<file path="config.mk">
export PLATFORM = sky130hd
export DESIGN_NAME = user_flash_pe_ctrl
export DESIGN_NICKNAME = d
export VERILOG_FILES = /design/src/rtl/user_flash_pe_ctrl.sv
export SDC_FILE = /design/constraint.sdc
export NUM_CORES = 1
export LEC_CHECK = 0
export CORE_ASPECT_RATIO = 0.8
export CORE_MARGIN = 5
export CORE_UTILIZATION = 36
export CTS_BUF_LIST = sky130_fd_sc_hd__clkbuf_2 sky130_fd_sc_hd__clkbuf_4 sky130_fd_sc_hd__clkbuf_8
export DETAILED_ROUTE_END_ITERATION = 8
export HOLD_SLACK_MARGIN = 0.08
export PLACE_DENSITY = 0.69
export SETUP_SLACK_MARGIN = 0.05
export SLEW_MARGIN = 20
export SYNTH_ARGS = -nofsm -noshare
export SYNTH_HDL_FRONTEND = slang
export SYNTH_SLANG_ARGS = --single-unit
export TNS_END_PERCENT = 30
</file>
<file path="constraint.sdc">
create_clock -name clk -period 2 [get_ports clk]
set_clock_uncertainty 0.05 [all_clocks]
set_input_delay 0.6 -clock clk [delete_from_list [all_inputs] [get_ports clk]]
set_output_delay 0.6 -clock clk [all_outputs]
set_load 0.05 [all_outputs]
</file>
<file path="src/rtl/user_flash_pe_ctrl.sv">
// Program/erase sequencer for the GW1NR-9 user flash macro: one row erase or one
// 32-bit word program per command, driving the macro pins with datasheet timing.
module user_flash_pe_ctrl #(
  parameter int CLK_FREQ = 27_000_000,
  parameter int T_NVS    = CLK_FREQ / 200_000,
  parameter int T_PGS    = CLK_FREQ / 100_000,
  parameter int T_PROG   = CLK_FREQ / 62_500,
  parameter int T_ERASE  = CLK_FREQ / 1_000 * 6,
  parameter int T_NVH    = CLK_FREQ / 200_000,
  parameter int T_RCV    = CLK_FREQ / 100_000,
  parameter int NUM_ROWS = 304
) (
  input  logic        clk,
  input  logic        reset,
  input  logic        cmd_valid,
  output logic        cmd_ready,
  input  logic        cmd_erase,
  input  logic [14:0] cmd_addr,
  input  logic [31:0] cmd_data,
  output logic        busy,
  output logic        done,
  output logic        err,
  output logic        inval,
  output logic [8:0]  inval_row,
  output logic        xe,
  output logic        ye,
  output logic        se,
  output logic        prog,
  output logic        erase,
  output logic        nvstr,
  output logic [8:0]  xadr,
  output logic [5:0]  yadr,
  output logic [31:0] din
);

  localparam int CNT_W = ($clog2(T_ERASE + 1) > 18) ? $clog2(T_ERASE + 1) : 18;

  localparam logic [3:0] S_IDLE  = 4'd0;
  localparam logic [3:0] S_E_NVS = 4'd1;
  localparam logic [3:0] S_E_ERS = 4'd2;
  localparam logic [3:0] S_E_NVH = 4'd3;
  localparam logic [3:0] S_P_NVS = 4'd4;
  localparam logic [3:0] S_P_PGS = 4'd5;
  localparam logic [3:0] S_P_PRG = 4'd6;
  localparam logic [3:0] S_P_NVH = 4'd7;
  localparam logic [3:0] S_RCV   = 4'd8;
  localparam logic [3:0] S_DONE  = 4'd9;

  logic [3:0]       r_state;
  logic [3:0]       w_next;
  logic [CNT_W-1:0] r_cnt;
  logic [CNT_W-1:0] w_load;
  logic             r_err;
  logic [8:0]       r_xadr;
  logic [5:0]       r_yadr;
  logic [31:0]      r_din;
  logic [8:0]       r_inval_row;
  logic             r_xe, r_ye, r_prog, r_erase, r_nvstr;
  logic             w_accept, w_bad, w_cnt_zero;

  assign w_accept   = cmd_valid && (r_state == S_IDLE);
  assign w_bad      = 32'(cmd_addr[14:6]) >= 32'(NUM_ROWS);
  assign w_cnt_zero = (r_cnt == '0);

  // Each timed state loads N-1 on entry and exits when the counter reaches zero.
  always_comb begin
    w_next = r_state;
    w_load = '0;
    case (r_state)
      S_IDLE: begin
        if (cmd_valid) begin
          if (w_bad) begin
            w_next = S_DONE;
          end else if (cmd_erase) begin
            w_next = S_E_NVS;
            w_load = CNT_W'(T_NVS - 1);
          end else begin
            w_next = S_P_NVS;
            w_load = CNT_W'(T_NVS - 1);
          end
        end
      end
      S_E_NVS: if (w_cnt_zero) begin w_next = S_E_ERS; w_load = CNT_W'(T_ERASE - 1); end
      S_E_ERS: if (w_cnt_zero) begin w_next = S_E_NVH; w_load = CNT_W'(T_NVH - 1);   end
      S_E_NVH: if (w_cnt_zero) begin w_next = S_RCV;   w_load = CNT_W'(T_RCV - 1);   end
      S_P_NVS: if (w_cnt_zero) begin w_next = S_P_PGS; w_load = CNT_W'(T_PGS - 1);   end
      S_P_PGS: if (w_cnt_zero) begin w_next = S_P_PRG; w_load = CNT_W'(T_PROG - 1);  end
      S_P_PRG: if (w_cnt_zero) begin w_next = S_P_NVH; w_load = CNT_W'(T_NVH - 1);   end
      S_P_NVH: if (w_cnt_zero) begin w_next = S_RCV;   w_load = CNT_W'(T_RCV - 1);   end
      S_RCV:   if (w_cnt_zero) begin w_next = S_DONE; end
      S_DONE:  w_next = S_IDLE;
      default: w_next = S_IDLE;
    endcase
  end

  // Flash pins are registered from the next-state decode so they cannot glitch.
  always_ff @(posedge clk) begin
    if (reset) begin
      r_state     <= S_IDLE;
      r_cnt       <= '0;
      r_err       <= 1'b0;
      r_xadr      <= '0;
      r_yadr      <= '0;
      r_din       <= '0;
      r_inval_row <= '0;
      r_xe        <= 1'b0;
      r_ye        <= 1'b0;
      r_prog      <= 1'b0;
      r_erase     <= 1'b0;
      r_nvstr     <= 1'b0;
    end else begin
      r_state <= w_next;
      if (w_next != r_state) begin
        r_cnt <= w_load;
      end else if (!w_cnt_zero) begin
        r_cnt <= r_cnt - CNT_W'(1);
      end
      r_xe    <= w_next inside {S_E_NVS, S_E_ERS, S_E_NVH, S_P_NVS, S_P_PGS, S_P_PRG, S_P_NVH};
      r_erase <= w_next inside {S_E_NVS, S_E_ERS};
      r_prog  <= w_next inside {S_P_NVS, S_P_PGS, S_P_PRG};
      r_nvstr <= w_next inside {S_E_ERS, S_E_NVH, S_P_PGS, S_P_PRG, S_P_NVH};
      r_ye    <= (w_next == S_P_PRG);
      // A rejected command leaves the address/data pins untouched at zero.
      if (w_accept) begin
        r_err <= w_bad;
        if (!w_bad) begin
          r_xadr <= cmd_addr[14:6];
          r_yadr <= cmd_addr[5:0];
          r_din  <= cmd_data;
        end
      end else if (r_state == S_DONE) begin
        r_err  <= 1'b0;
        r_xadr <= '0;
        r_yadr <= '0;
        r_din  <= '0;
      end
      if ((r_state == S_RCV) && (w_next == S_DONE)) begin
        r_inval_row <= r_xadr;
      end
    end
  end

  assign cmd_ready = (r_state == S_IDLE);
  assign busy      = (r_state != S_IDLE);
  assign done      = (r_state == S_DONE);
  assign err       = done && r_err;
  assign inval     = done && !r_err;
  assign inval_row = r_inval_row;
  assign xe        = r_xe;
  assign ye        = r_ye;
  assign se        = 1'b0;
  assign prog      = r_prog;
  assign erase     = r_erase;
  assign nvstr     = r_nvstr;
  assign xadr      = r_xadr;
  assign yadr      = r_yadr;
  assign din       = r_din;

endmodule
</file>
==> results.toml <==
[die]
core-area_um2 = 9076
die_y_um = 96.36
fp.dieArea_um2 = 11360
rows = 31
initial_utilization_pct = 36.97
pin_count = 118
die_w_um = 117.9

[clocking]
clock-sinks = 84
cts_hold_buffers = 0
clk_pin_slew_worst_paths_ns = 0.08
clock_latency_ns = 0.36
h-tree-depth = 3
cts_buffer_depth = 2
numCtsBuffers = 9
clockRootBuffer = "clkbuf_8"
tritoncts = "built"

[detailed_routing]
routed_wl_mm = 10.07
vias = 3181
ant_nets = 0
drt_first_pass_iters = 4
wl_per_cell_um = 15.85
drt_iter0_markers = 149
vias_per_cell = 5.009
drc = 0

[worst_setup_path]
crit-reg2reg-launch = "r_cnt[6]"
critPathLaunch = "r_cnt[6]"
cp-start-kind = "flop"
path_cells = "nor4_4 -> nand3_4 -> buf_4 -> a211oi_2 -> o211ai_2 -> buf_6 -> a31o_4 -> o311a_1"
crit_path_end = "r_cnt[1]"
timing.rr.end = "r_cnt[1]"
cp.arrival_ns = 2.27
cp_slowest_stage_delay_ns = 0.35
r2r_slack_ns = -0.07
slowest_stage = "nor4_4"
ff2ff_path_depth = 8
end_kind = "flop"
critical_path.max_fanout = 7
cp_data_required_time_ns = 2.20
path_class = "flop to flop"

[sta]
rsz0062_at_grt = "true"
hold_viol_final = 0
fin_crit_ns = 2.072
tns_ns = -0.7480
clock.fmax_ghz = 0.4826
setup_violations = 20
fin_ws_ns = -0.07210
period_share_pct = 103.6
slew_violations = 0

[synth]
synthesis.area_um2 = 3356
yosysSeqAreaShare_pct = 50.11
synth-seq-cells = 84
synth_cell_types = 57
ys_async_sr_fraction_pct = 0
ys.flop_type = "dfxtp_1"
synthTopCellsByCount = "dfxtp_1, a22o_1, nor2_1"
post-synth-top-count-cell = "dfxtp_1"
yosys.area.top_type = "dfxtp_1"
ys_warn_count = 0
synth_edf_count = 0
syn_inst = 330
yosys.area.top_type_share_pct = 50.11
syn_area_per_cell_um2 = 10.17
syn-num-nets = 382
synthTopCellsByArea = "dfxtp_1, a22o_1, nor2_1"

[power_and_ir_drop]
powerDensity_nw_per_um2 = 1611
p_leak_nw = 2.504
peakVddDrop_mv = 1.089
finalPower_w = 0.009142

[placed_design]
port_buffers = 116
place_ws_ns = -0.6046
hpwl_mm = 7.249
place_congestion = 0.8632
place_area_um2 = 5049

[hold_path]
min_path_type = "flop to flop"

[global_routing]
antenna_found_initial = 0
grt_max_degree = 48
grt_pass1_vias = 3251
track_usage_pct = 17.10
grt_first_pass_wirelength_mm = 15.72
grt_overflow_total = 0

[final_layout]
syn2layout_area_growth_pct = 69.05
drive_gt1_share_pct = 45.58
design_area_um2 = 5673
fin_nets = 567
diodes = 0
n_fill_cell = 719

[status]
outcome = "finished, violations left"
violations = "negative setup slack"

[flow_run]
drv.max_cap_violation_count = 0
==> power by group <==
group / switching, W / internal, W
sequential: 0.000259 / 0.00200
clock: 0.000604 / 0.000845
combinational: 0.00287 / 0.00257
total: 0.00373 / 0.00541
==> layout make-up <==
type / instances / area (um2) / share of cell area, %
Tap cell: 115 / 143.9 / 2.536
Sequential cell: 84 / 1693 / 29.84
Timing Repair Buffer: 194 / 1714 / 30.22
Clock buffer: 10 / 131.4 / 2.316
Inverter: 10 / 41.29 / 0.7278
Clock inverter: 6 / 111.4 / 1.963
Multi-Input combinational cell: 216 / 1838 / 32.40
==> cell families (layout without fill, tap and decap cells) <==
group / after synthesis / count (layout) / synth area share (%)
fa+ha+maj: 1 / 1 / 0.3728
compound gates: 92 / 92 / 22.04
mux: 9 / 9 / 2.685
simple gates: 97 / 97 / 16.52
flops: 84 / 84 / 50.11
other cells: 1 / 1 / 0.1117
xor+xnor: 16 / 16 / 4.176
buf+inv: 30 / 220 / 3.989
==> routing by layer <==
| metal | share of wire [%] | routed length, um | up-vias | GRT usage, % |
|---|---|---|---|---|
| met5 | 0 | 0 | - | 0 |
| met1 | 45 | 4557 | 1484 | 21.96 |
| met3 | 7.2 | 729 | 12 | 7.403 |
| met2 | 46 | 4655 | 102 | 26.69 |
| met4 | 1.2 | 123 | 0 | 4.202 |
| li1 | - | - | 1583 | - |
==> worst min-delay path by stage <==
stage	startpoint	to	slack [ns]	depth (start not counted)
2_1_floorplan	r_cnt[16]	r_cnt[16]	0.41	2
3_3_place_gp	din[23]	din[23]	0.41	1
3_5_place_dp	din[18]	din[18]	0.41	1
4_1_cts	din[0]	din[0]	0.44	1
5_1_grt	din[18]	din[18]	0.44	1
6_report	din[11]	din[11]	0.43	1
==> state kept, by name, summed over array words and instances (netlist names) <==
name       cells
din           32
r_err          1
r_cnt         18
inval_row      9
ye             1
nvstr          1
erase          1
xadr           9
yadr           6
prog           1
xe             1
r_state        4
==> cell usage in the layout, fill, tap and decap left out, types with 3 or more instances in the layout <==
cell type | Yosys | final
o21ai_1 | 0 | 4
nor2_1 | 25 | 20
dlygate4sd2_1 | 0 | 3
clkdlybuf4s50_1 | 0 | 43
nand3_1 | 15 | 12
xor2_1 | 10 | 9
nand2_2 | 1 | 5
buf_6 | 1 | 9
a21oi_1 | 10 | 3
inv_1 | 8 | 5
a21oi_2 | 0 | 5
buf_12 | 0 | 8
nor3_2 | 0 | 6
xnor2_1 | 6 | 6
a22o_1 | 47 | 47
clkbuf_8 | 0 | 9
dfxtp_1 | 84 | 75
nor3_1 | 16 | 9
nand2_1 | 14 | 8
nand3_2 | 0 | 3
a211oi_2 | 0 | 3
buf_4 | 2 | 127
a31oi_1 | 6 | 4
nor2_4 | 1 | 5
mux2i_1 | 9 | 9
dfxtp_2 | 0 | 9
nor4_4 | 3 | 3
bufinv_16 | 0 | 3
==> stage by stage <==
| step | hold slack, ns | utilization, % | instances |
|---|---|---|---|
| 2_1_floorplan | 0.4128 | - | 330 |
| 3_3_place_gp | 0.4132 | 55.62 | 602 |
| 3_5_place_dp | 0.4147 | 55.62 | 602 |
| 4_1_cts | 0.4371 | 61.37 | 630 |
| 5_1_grt | 0.4431 | 62.50 | 635 |
| 6_report | 0.4341 | 62.50 | 635 |
==> critical path: cells and delay by family, from the launching register on <==
kind / cells / cell delay (ns)
AO/OA/AOI/OAI: 4 / 0.69
AND/OR/NAND/NOR: 2 / 0.55
flip-flops: 1 / 0.34
buffers and inverters: 2 / 0.34
==> timing repair <==
item | CTS | global route
pin swaps | 23 | 9
endpoints found under the setup margin | 77 | 42
resized for setup | 61 | 16
setup buffers | 12 | 5
gates cloned | 0 | 0
Note: power is estimated with default switching activity, not from simulation.
